--- config.mk ---
export PLATFORM = sky130hd
export DESIGN_NAME = prog_tick_divider_flat
export DESIGN_NICKNAME = d
export VERILOG_FILES = /design/src/rtl/prog_tick_divider_if.sv /design/src/rtl/prog_tick_divider.sv /design/src/flat_wrapper.sv
export SDC_FILE = /design/constraint.sdc
export NUM_CORES = 1
export LEC_CHECK = 0
export CAP_MARGIN = 20
export CORE_MARGIN = 1
export CORE_UTILIZATION = 62
export DETAILED_ROUTE_END_ITERATION = 8
export GPL_ROUTABILITY_DRIVEN = 0
export HOLD_SLACK_MARGIN = 0.06
export PLACE_DENSITY = 0.8
export SYNTH_ARGS = -nofsm -noshare
export SYNTH_HDL_FRONTEND = slang
export SYNTH_SLANG_ARGS = --single-unit
--- constraint.sdc ---
create_clock -name clk -period 6.4 [get_ports clk]
set_input_delay 1.92 -clock clk [delete_from_list [all_inputs] [get_ports clk]]
set_output_delay 1.92 -clock clk [all_outputs]
set_load 0.05 [all_outputs]
--- src/rtl/prog_tick_divider_if.sv ---
// Bundle for the programmable tick divider: run enables,
// divisor configuration bus and per-channel tick outputs.
interface prog_tick_divider_if #(
    parameter int NUM_CH = 4,
    parameter int CNT_W  = 26
);
    localparam int CH_W = (NUM_CH > 1) ? $clog2(NUM_CH) : 1;

    logic [NUM_CH-1:0] en;
    logic              cfg_wr;
    logic [CH_W-1:0]   cfg_ch;
    logic [CNT_W-1:0]  cfg_div;
    logic [NUM_CH-1:0] tick;
    logic [NUM_CH-1:0] sq_out;
    logic [NUM_CH-1:0] cfg_pending;

    modport master (
        output en, cfg_wr, cfg_ch, cfg_div,
        input  tick, sq_out, cfg_pending
    );

    modport slave (
        input  en, cfg_wr, cfg_ch, cfg_div,
        output tick, sq_out, cfg_pending
    );
endinterface

--- src/rtl/prog_tick_divider.sv ---
// Multi-channel programmable tick divider with glitch-free
// divisor updates applied at each channel's terminal count.
module prog_tick_divider #(
    parameter int NUM_CH      = 4,
    parameter int CNT_W       = 26,
    parameter int DEFAULT_DIV = 50000000
) (
    input  logic               clk,
    input  logic               reset,
    prog_tick_divider_if.slave bus
);
    localparam int CH_W = (NUM_CH > 1) ? $clog2(NUM_CH) : 1;
    localparam logic [CNT_W-1:0] DEF = CNT_W'(DEFAULT_DIV);
    localparam logic [CNT_W-1:0] ONE = CNT_W'(1);

    for (genvar i = 0; i < NUM_CH; i++) begin : g_ch
        logic [CNT_W-1:0] cnt;
        logic [CNT_W-1:0] div_act;
        logic [CNT_W-1:0] div_shd;
        logic             tick_r;
        logic             sq_r;
        logic             pend_r;
        logic [CNT_W-1:0] d_eff;
        logic             run;
        logic             term;
        logic             hit;

        // A programmed divisor of zero runs as divide-by-one.
        assign d_eff = (div_act == '0) ? ONE : div_act;
        assign run   = bus.en[i];
        assign term  = run && (cnt >= d_eff - ONE);
        assign hit   = bus.cfg_wr && (bus.cfg_ch == CH_W'(i));

        assign bus.tick[i]        = tick_r;
        assign bus.sq_out[i]      = sq_r;
        assign bus.cfg_pending[i] = pend_r;

        always_ff @(posedge clk or negedge reset) begin
            if (!reset) begin
                cnt     <= '0;
                div_act <= DEF;
                div_shd <= DEF;
                tick_r  <= 1'b0;
                sq_r    <= 1'b0;
                pend_r  <= 1'b0;
            end else begin
                if (!run) begin
                    cnt    <= '0;
                    tick_r <= 1'b0;
                    sq_r   <= 1'b0;
                end else if (term) begin
                    cnt    <= '0;
                    tick_r <= 1'b1;
                    sq_r   <= ~sq_r;
                end else begin
                    cnt    <= cnt + ONE;
                    tick_r <= 1'b0;
                end

                // Idle or wrapping channels take a write at once;
                // a running channel holds it until its next wrap.
                if (hit) begin
                    div_shd <= bus.cfg_div;
                    if (!run || term) begin
                        div_act <= bus.cfg_div;
                        pend_r  <= 1'b0;
                    end else begin
                        pend_r  <= 1'b1;
                    end
                end else if (term && pend_r) begin
                    div_act <= div_shd;
                    pend_r  <= 1'b0;
                end
            end
        end
    end
endmodule

--- src/flat_wrapper.sv ---
// flat-port wrapper written by rule: the top's interface ports become plain ports
module prog_tick_divider_flat 
#(
    parameter int NUM_CH      = 4,
    parameter int CNT_W       = 26,
    parameter int DEFAULT_DIV = 50000000
)
  (clk, reset, bus_en, bus_cfg_wr, bus_cfg_ch, bus_cfg_div, bus_tick, bus_sq_out, bus_cfg_pending);
  prog_tick_divider_if #(.NUM_CH(NUM_CH), .CNT_W(CNT_W)) bus_i ();
  input  logic clk;
  input  logic reset;
  input wire logic [$bits(bus_i.en)-1:0] bus_en;
  input wire logic [$bits(bus_i.cfg_wr)-1:0] bus_cfg_wr;
  input wire logic [$bits(bus_i.cfg_ch)-1:0] bus_cfg_ch;
  input wire logic [$bits(bus_i.cfg_div)-1:0] bus_cfg_div;
  output wire logic [$bits(bus_i.tick)-1:0] bus_tick;
  output wire logic [$bits(bus_i.sq_out)-1:0] bus_sq_out;
  output wire logic [$bits(bus_i.cfg_pending)-1:0] bus_cfg_pending;
  assign bus_i.en = bus_en;
  assign bus_i.cfg_wr = bus_cfg_wr;
  assign bus_i.cfg_ch = bus_cfg_ch;
  assign bus_i.cfg_div = bus_cfg_div;
  assign bus_tick = bus_i.tick;
  assign bus_sq_out = bus_i.sq_out;
  assign bus_cfg_pending = bus_i.cfg_pending;
  prog_tick_divider #(.NUM_CH(NUM_CH), .CNT_W(CNT_W), .DEFAULT_DIV(DEFAULT_DIV)) u_core (.clk(clk), .reset(reset), .bus(bus_i));
endmodule
==> out/results.ini, run 1 <==
[clock_network]
cts_tree = done
cts-buffers-inserted = 35
cts.repair.resized = 0
insertion_delay_ps = 520
post_cts.repair.setup_buffers = 0
cts_max_path_buffers = 3
cts.sink_count = 324
root_buffer = clkbuf_16
postCtsHoldBufs = 0
clk_pin_slew_ps = 60
cts_max_level = 2

[synthesis]
yosysWarnings = 0
synth_seq_cells = 324
ys_types = 53
synth_edf_count = 0
syn_area_um2 = 17300
synth_ff_type = dfrtp_1
yosysSeqAreaShare = 0.476
async_flop_share = 1.00
synth_cells = 1546
avgSynthCellArea_um2 = 11.2
synth_nets = 1693

[worst_hold_path]
hold_class = flop to flop

[final_layout]
syn2layout_area_growth_pct = 12.1
regArea_um2 = 8230
layout_common_cells = dfrtp_1 (228), mux2_2 (208), nor2_1 (189)
fillers = 1878
fin_nets = 1747
final_common_cell = dfrtp_1
insertedDiodeCount = 0
layout-drive-gt1-share = 0.239
fin_cells = 1998
multiInputGateArea_um2 = 8810

[grt]
grt_pass1_wl_um = 61300
track_usage = 0.269
grt_max_degree = 127
overflow = 0
grt_pass1_vias = 12000
antenna_found_initial = 1

[drt]
vias = 11800
drc = 0
routed_wl_um = 36700
first_iter_violations = 819
dr.pass1.iters = 5
viasPerCell = 5.89
wl_per_cell_um = 18.4
ant_nets = 0

[critical_path]
cp_slowest_cell = dfstp_2
cp-end-kind = flop
crit_required_ps = 6790
path_class = flop to flop
cp-start-kind = flop
cp_max_fo = 26
worstPathCellList = or4_1, or4_1, nor2_1, nor2_1, ha_1, or4b_1, or3_1, or3_1, nor4_1, nand2_1, xor2_1, ha_1, nand4_1, nor3_1, a32oi_1, and4_1, a22oi_2, buf_4, mux2_2
cpPeakStageDelay_ps = 580
crit_arrival_ps = 6100

[sta]
setup_ws_ps = 696
rsz0062_at_grt = false
max_freq_mhz = 175
slew_viol_final = 0
hold_viol = 0
maxSlewHeadroom = 0.373
setup_violations = 0
fin_crit_sh = 0.891
skew_ps = 16.2
whs_ps = 492
fin_setup_tns_ps = 0
max_slew.worst_pin.slew_ps = 938
min_period_ps = 5700

[power]
clkPwrFrac = 0.320
power_switching_mw = 1.99
leakage_nw = 8.13
p_seq_frac = 0.452
combinationalPowerShare = 0.227
power_density_nw_per_um2 = 346
swShare = 0.297
p_int_mw = 4.72
ir_drop_mv = 0.273

[die]
io_pins = 47
start_util = 0.636
dieArea_um2 = 28600
die_x_um = 169
core_area_um2 = 27200
rows = 60
fp.dieH_um = 169

[placed_design]
port_buffers = 46
dpl_worst_slack_ps = 765
dpl.hpwl_um = 25900
place_inst = 1935

[run]
maxCapViolCount = 0

[run_status]
status = complete, no violations

## worst paths after layout
check / startpoint / endpoint / slack, ps / cells past startpoint
setup / recovery: u_core.g_ch[3].div_act[19] / u_core.g_ch[3].div_act[18] / 700 / 19
hold / removal: u_core.g_ch[1].div_shd[5] / u_core.g_ch[1].div_shd[5] / 490 / 1
setup reg to reg: u_core.g_ch[3].div_act[19] / u_core.g_ch[3].div_act[18] / 700 / 19
hold reg to reg: u_core.g_ch[1].div_shd[5] / u_core.g_ch[1].div_shd[5] / 490 / 1
max in group asynchronous: reset / u_core.g_ch[3].div_shd[8] / 3640 / 2
min in group asynchronous: reset / u_core.g_ch[2].cnt[10] / 1500 / 1
## logic make-up (layout without fill, tap and decap cells)
family | after synthesis | count (layout) | synth area share
muxes | 214 | 214 | 0.139
and+or+nand+nor | 543 | 543 | 0.158
AOI/OAI and AO/OA | 113 | 113 | 0.0395
DFF | 324 | 324 | 0.476
xor gates and xnor gates | 179 | 179 | 0.0907
buffers and inverters | 61 | 141 | 0.0160
adders and majority gates | 112 | 112 | 0.0811
## critical path, delay by kind of cell, from the launching register on
kind / cells / cell delay (ps)
DFF: 1 / 580
muxes: 1 / 380
adders and majority gates: 2 / 520
buffers and inverters: 1 / 340
xor gates and xnor gates: 1 / 180
and+or+nand+nor: 12 / 3200
AOI/OAI and AO/OA: 2 / 360
## cell usage after synthesis, types with 4 or more instances
cell type | number | share of area
or2_2 | 4 | 0.0014
o41ai_1 | 5 | 0.0025
nor4_1 | 28 | 0.010
mux2_2 | 208 | 0.14
inv_1 | 20 | 0.0043
o21ai_0 | 30 | 0.0087
mux2i_1 | 6 | 0.0035
nand2b_1 | 14 | 0.0051
nor2b_1 | 4 | 0.0014
dfstp_2 | 96 | 0.15
clkbuf_1 | 25 | 0.0054
or4_1 | 11 | 0.0048
and4_1 | 15 | 0.0076
xor2_1 | 75 | 0.038
buf_4 | 12 | 0.0052
a21oi_1 | 52 | 0.015
ha_1 | 112 | 0.081
xnor2_1 | 104 | 0.053
nand4_1 | 26 | 0.0094
dfrtp_1 | 228 | 0.33
nand3_1 | 50 | 0.014
nor3_1 | 45 | 0.013
and2_1 | 11 | 0.0040
and3_1 | 25 | 0.0090
nor2_1 | 189 | 0.041
or4b_2 | 4 | 0.0023
a211oi_1 | 4 | 0.0017
and3b_1 | 4 | 0.0020
nand2_1 | 83 | 0.018
or3_1 | 14 | 0.0051
o41a_1 | 4 | 0.0026
## power by group through the flow
| stage | sequential (mW) | combinational, mW | clock, mW |
|---|---|---|---|
| after floorplan | 2.92 | 1.17 | 0 |
| after CTS | 3.03 | 1.53 | 2.19 |
| after global placement | 3.03 | 1.43 | 0 |
| final | 3.04 | 1.52 | 2.15 |
| after global routing | 3.10 | 1.70 | 2.27 |
| after detailed placement | 3.06 | 1.51 | 0 |
## flip-flops by register name, indices dropped and copies added (netlist names)
| register | count |
|---|---|
| u_core.g_ch.sq_r | 4 |
| u_core.g_ch.pend_r | 4 |
| u_core.g_ch.div_shd | 104 |
| u_core.g_ch.cnt | 104 |
| u_core.g_ch.div_act | 104 |
| u_core.g_ch.tick_r | 4 |
## per-layer routing
metal / vias up / routed length (µm) / global-route usage
met5: - / 0 / 0
met4: 0 / 698 / 0.0705
met3: 58 / 1400 / 0.0374
met2: 207 / 18000 / 0.460
met1: 5904 / 16600 / 0.361
li1: 5593 / - / -
## metrics by stage
step / area [µm²] / utilization / total power, mW
3_5_place_dp: 18100 / 0.668 / 4.57
2_1_floorplan: 17300 / - / 4.09
5_1_grt: 19400 / 0.713 / 7.07
6_report: 19400 / 0.713 / 6.71
4_1_cts: 19400 / 0.713 / 6.75
3_3_place_gp: 18100 / 0.668 / 4.46
## layout make-up
class,instances,share of cell area
clock buffer,53,0.0545
clock inverter,10,0.00917
inverter,20,0.00387
multi-input combinational,1161,0.455
sequential,324,0.425
tap,372,0.0240
timing repair buffer,58,0.0293
Power figures use the tool's default switching activity.
==> run 2, diff against run 1 <==
--- a/config.mk
+++ b/config.mk
@@ -6,7 +6,7 @@
 export NUM_CORES = 1
 export LEC_CHECK = 0
 export CAP_MARGIN = 20
-export CORE_MARGIN = 1
+export CORE_MARGIN = 2
 export CORE_UTILIZATION = 62
 export DETAILED_ROUTE_END_ITERATION = 8
 export GPL_ROUTABILITY_DRIVEN = 0
==> run 2 against run 1 <==
Against the previous run: final cell count is 0.30% higher; non-clock buffer count is 1 lower; global-route usage fell by 0.65 points; clock-buffer cell count decreased by 5; highest routed layer unchanged; sequential share of layout area is essentially flat; core utilization down 1.1 points; worst setup slack improved by 160 ps.
==> out/results.ini, run 2 (synthesis gave the netlist of run 1 again) <==
[drt]
viasPerCell = 5.89
drc = 0
ant_nets = 0
vias = 11800
wl_per_cell_um = 18.5
first_iter_violations = 822
routed_wl_um = 37000
dr.pass1.iters = 5

[worst_hold_path]
min_path_cells = 1
min-delay-start = u_core.g_ch[1].div_shd[18]
hold_end = u_core.g_ch[1].div_shd[18]
hold_class = flop to flop

[grt]
antenna_found_initial = 2
track_usage = 0.262
grt_pass1_wl_um = 61400
overflow = 0
grt_max_degree = 119
grt_pass1_vias = 12000

[sta]
setup_ws_ps = 854
rsz0062_at_grt = false
min_period_ps = 5550
max_slew.worst_pin.slew_ps = 1050
max_freq_mhz = 180
skew_ps = 15.0
fin_crit_sh = 0.867
setup_violations = 0
hold_viol = 0
slew_viol_final = 0
maxSlewHeadroom = 0.287
fin_setup_tns_ps = 0

[run_status]
status = complete, no violations

[critical_path]
cp_max_fo = 26
worstRegToRegCells = 19
cpPeakStageDelay_ps = 580
worstPathCellList = nor4_1, nor4b_1, and4_1, a21oi_1, ha_1, nand2b_1, or3_1, or4_1, nand2b_1, nor4_1, xnor2_1, ha_1, nand4_1, nor2_1, o2111a_1, o41ai_1, a21oi_2, buf_4, mux2_2
cp-start-kind = flop
crit_arrival_ps = 5930
cp-end-kind = flop
reg2reg_slack_ps = 850
reg2reg_to = u_core.g_ch[0].div_act[3]
cp_slowest_cell = dfstp_2
r2r_start = u_core.g_ch[0].div_act[17]
path_class = flop to flop
crit_required_ps = 6790
critPathLaunch = u_core.g_ch[0].div_act[17]

[placed_design]
dpl_cell_area_um2 = 18200
dpl.hpwl_um = 25900
port_buffers = 46
dpl_worst_slack_ps = 986

[die]
core_area_um2 = 27600
dieArea_um2 = 29200
start_util = 0.626
io_pins = 47
die_x_um = 171
rows = 61
fp.dieH_um = 171

[final_layout]
final_area_um2 = 19400
layout_common_cells = dfrtp_1 (228), mux2_2 (208), nor2_1 (189)
fillers = 1922
syn2layout_area_growth_pct = 12.2
fin_nets = 1746
layout-drive-gt1-share = 0.242
reg_top3 = u_core.g_ch.cnt: 104 flops, u_core.g_ch.div_act: 104 flops, u_core.g_ch.div_shd: 104 flops
final_common_cell = dfrtp_1

[run]
maxCapViolCount = 0

[clock_network]
cts.sink_count = 324
cts.repair.resized = 0
post_cts.repair.setup_buffers = 0
root_buffer = clkbuf_16
cts_max_level = 2
insertion_delay_ps = 510
cts_max_path_buffers = 3
clk_pin_slew_ps = 60
cts_tree = done
cts-buffers-inserted = 35
postCtsHoldBufs = 0

[power]
ir_drop_mv = 0.282
leakage_nw = 8.13
power_density_nw_per_um2 = 346

run 2: layer usage:
layer	global-route usage	vias to the layer above	share of wire
met4	0.0822	0	0.026
li1	-	5584	-
met2	0.440	239	0.48
met3	0.0303	70	0.037
met5	0	-	0
met1	0.359	5915	0.45
run 2: worst max-delay path by stage:
| stage | slack [ps] | endpoint |
|---|---|---|
| CTS | 880 | u_core.g_ch[0].div_act[1] |
| global placement | 1050 | u_core.g_ch[0].div_act[24] |
| floorplan | 1080 | u_core.g_ch[3].div_act[10] |
| detailed placement | 990 | u_core.g_ch[0].div_act[1] |
| finish | 850 | u_core.g_ch[0].div_act[3] |
| global route | 500 | u_core.g_ch[0].cnt[14] |
run 2: layout make-up:
class                   count  area [µm²]  area share
clock buffers              48        1050      0.0540
well taps                 378         473      0.0244
diodes                      1        2.50    0.000129
multi-input cells        1161        8810       0.454
repair buffers             57         573      0.0295
clock inverters            15         190     0.00980
flip-flops and latches    324        8230       0.424
inverters                  20        75.1     0.00387
run 2: critical path: cells and delay by family (launching register included):
kind            cells  cell delay [ps]
xor+xnor            1              120
simple gates       10             2480
buf+inv             1              340
mux                 1              400
flops               1              580
compound gates      4              940
fa+ha+maj           2              570
run 2: power breakdown:
group	internal, mW	leakage, nW	switching (mW)
clock network	1.31	0.606	0.823
registers	2.60	3.94	0.445
logic	0.779	3.58	0.754
run 2: per-stage QoR:
stage,util,power [mW],cells,hold WS [ps]
final,0.702,6.71,2004,490
after global routing,0.702,7.08,2003,506
after detailed placement,0.657,4.58,1940,479
after floorplan,-,4.09,1546,446
after CTS,0.702,6.75,2003,492
after global placement,0.657,4.47,1940,470
==> run 3, diff against run 2 <==
--- a/config.mk
+++ b/config.mk
@@ -7,11 +7,11 @@
 export LEC_CHECK = 0
 export CAP_MARGIN = 20
 export CORE_MARGIN = 2
-export CORE_UTILIZATION = 62
+export CORE_UTILIZATION = 65
 export DETAILED_ROUTE_END_ITERATION = 8
 export GPL_ROUTABILITY_DRIVEN = 0
 export HOLD_SLACK_MARGIN = 0.06
-export PLACE_DENSITY = 0.8
+export PLACE_DENSITY = 0.83
 export SYNTH_ARGS = -nofsm -noshare
 export SYNTH_HDL_FRONTEND = slang
 export SYNTH_SLANG_ARGS = --single-unit
==> constraint.sdc (replaced) <==
create_clock -name clk -period 7 [get_ports clk]
set_input_delay 2.1 -clock clk [delete_from_list [all_inputs] [get_ports clk]]
set_output_delay 2.1 -clock clk [all_outputs]
set_load 0.05 [all_outputs]
==> run 3 against run 2 <==
Against the previous run: sequential power shrank 8.5%; clock skew grew 2.1 ps; register-to-register slack gained 200 ps; clock power shrank 13%; first-iteration DRC count shrank 0.49%; final cell count shrank 2.2%; via count grew 0.86%; critical path depth grew 1.
==> out/results.ini, run 3 (synthesis gave the netlist of run 1 again) <==
[final_layout]
reg_top3 = u_core.g_ch.cnt: 104 flops, u_core.g_ch.div_act: 104 flops, u_core.g_ch.div_shd: 104 flops
fin_util = 0.738
insertedDiodeCount = 0
fin_nets = 1745
layout-drive-gt1-share = 0.238
layout_common_cells = dfrtp_1 (228), mux2_2 (208), nor2_1 (189)
final_common_cell = dfrtp_1
syn2layout_area_growth_pct = 11.3

[die]
dieArea_um2 = 27900
io_pins = 47
core_area_um2 = 26100
fp.dieH_um = 167
die_x_um = 167
start_util = 0.663
rows = 59

[grt]
grt_pass1_wl_um = 61600
track_usage = 0.271
grt_max_degree = 137
overflow = 0
antenna_found_initial = 1
grt_pass1_vias = 12200

[critical_path]
cp_max_fo = 19
critPathLaunch = u_core.g_ch[3].div_act[12]
worstRegToRegCells = 20
reg2reg_to = u_core.g_ch[3].div_act[3]
path_class = flop to flop
crit_arrival_ps = 6340
cp-end-kind = flop
crit_required_ps = 7390
crit_cells = 20
cp_top_family = simple AND/OR/NAND/NOR gates
crit_buf_inv = 1
cp_slowest_cell = dfstp_2
cp-start-kind = flop
cp-endpoint = u_core.g_ch[3].div_act[3]
r2r_start = u_core.g_ch[3].div_act[12]
cpPeakStageDelay_ps = 550
worstPathCellList = or4_1, nor4b_1, nand3b_1, nor2_1, nor2_1, ha_1, or4b_1, or3_1, or3_1, nor4_1, nand2_1, xor2_1, ha_1, nand4_1, nor3_1, a32oi_1, and4_1, a22oi_2, buf_4, mux2_2
reg2reg_slack_ps = 1050

[sta]
hold_viol = 0
slew_viol_final = 0
max_freq_mhz = 168
rsz0062_at_grt = false
fin_setup_tns_ps = 0
max_slew.worst_pin.slew_ps = 982
min_period_ps = 5950
maxSlewHeadroom = 0.329
setup_violations = 0
skew_ps = 17.1
fin_crit_sh = 0.850

[drt]
routed_wl_um = 37300
wl_per_cell_um = 19.1
first_iter_violations = 818
viasPerCell = 6.08
ant_nets = 0
vias = 11900
drc = 0
dr.pass1.iters = 7

[run]
maxCapViolCount = 0

[power]
leakage_nw = 8.09
power_density_nw_per_um2 = 314
ir_drop_mv = 0.266

[clock_network]
insertion_delay_ps = 510
cts.repair.resized = 0
post_cts.repair.setup_buffers = 0
cts_tree = done
cts-buffers-inserted = 34
root_buffer = clkbuf_16
postCtsHoldBufs = 0
cts_max_level = 2
clk_pin_slew_ps = 60
cts.sink_count = 324
cts_max_path_buffers = 3

[run_status]
status = complete, no violations

[placed_design]
dpl.hpwl_um = 26000
port_buffers = 46

[worst_hold_path]
min_path_cells = 1
hold_class = flop to flop
min-delay-start = u_core.g_ch[1].div_shd[24]

## run 3: changes by cell type in the layout (fill, tap and decap cells not counted), sizes merged
cell	delta
clkbuf	+3
clkinvlp	-2
bufinv	-1
diode	-1
inv	-1
## run 3: worst min-delay path by stage
stage | endpoint | slack, ps
after floorplan | u_core.g_ch[2].cnt[0] | 450
after global placement | u_core.g_ch[1].div_shd[11] | 470
after detailed placement | u_core.g_ch[1].div_shd[16] | 480
after CTS | u_core.g_ch[1].div_shd[10] | 490
after global routing | u_core.g_ch[1].div_shd[24] | 510
final | u_core.g_ch[1].div_shd[24] | 490
## run 3: metrics by stage
| stage | power (mW) | worst slack [ps] | hold slack, ps | area (µm²) | cells |
|---|---|---|---|---|---|
| floorplan | 3.74 | 1680 | 446 | 17300 | 1546 |
| global placement | 4.07 | 1440 | 474 | 18100 | 1897 |
| detailed placement | 4.18 | 1210 | 479 | 18100 | 1897 |
| CTS | 6.07 | 1130 | 495 | 19200 | 1959 |
| global route | 6.36 | 782 | 507 | 19200 | 1959 |
| finish | 6.04 | 1050 | 494 | 19200 | 1959 |
## run 3: layer usage
layer / vias to the layer above / GRT usage / share of wire
li1: 5608 / - / -
met1: 5909 / 0.352 / 0.43
met2: 304 / 0.459 / 0.49
met3: 89 / 0.0518 / 0.052
met4: 0 / 0.0907 / 0.030
met5: - / 0 / 0
## run 3: worst register-to-register path: cells and delay by family (launching register included)
kind / cells / cell delay, ps
AOI/OAI and AO/OA: 2 / 650
xor gates and xnor gates: 1 / 170
and+or+nand+nor: 13 / 3190
muxes: 1 / 380
DFF: 1 / 550
buffers and inverters: 1 / 370
adders and majority gates: 2 / 530
## run 3: power breakdown
part	internal [mW]	switching (mW)
Combinational	0.711	0.688
Clock	1.12	0.734
Sequential	2.38	0.410
Total	4.21	1.83
## run 3: final cells by class
class	instances	area [µm²]
multi-input cells	1161	8810
flip-flops and latches	324	8230
fillers	1731	6820
clock buffers	51	1020
repair buffers	57	561
well taps	335	419
clock inverters	11	133
inverters	20	75.1
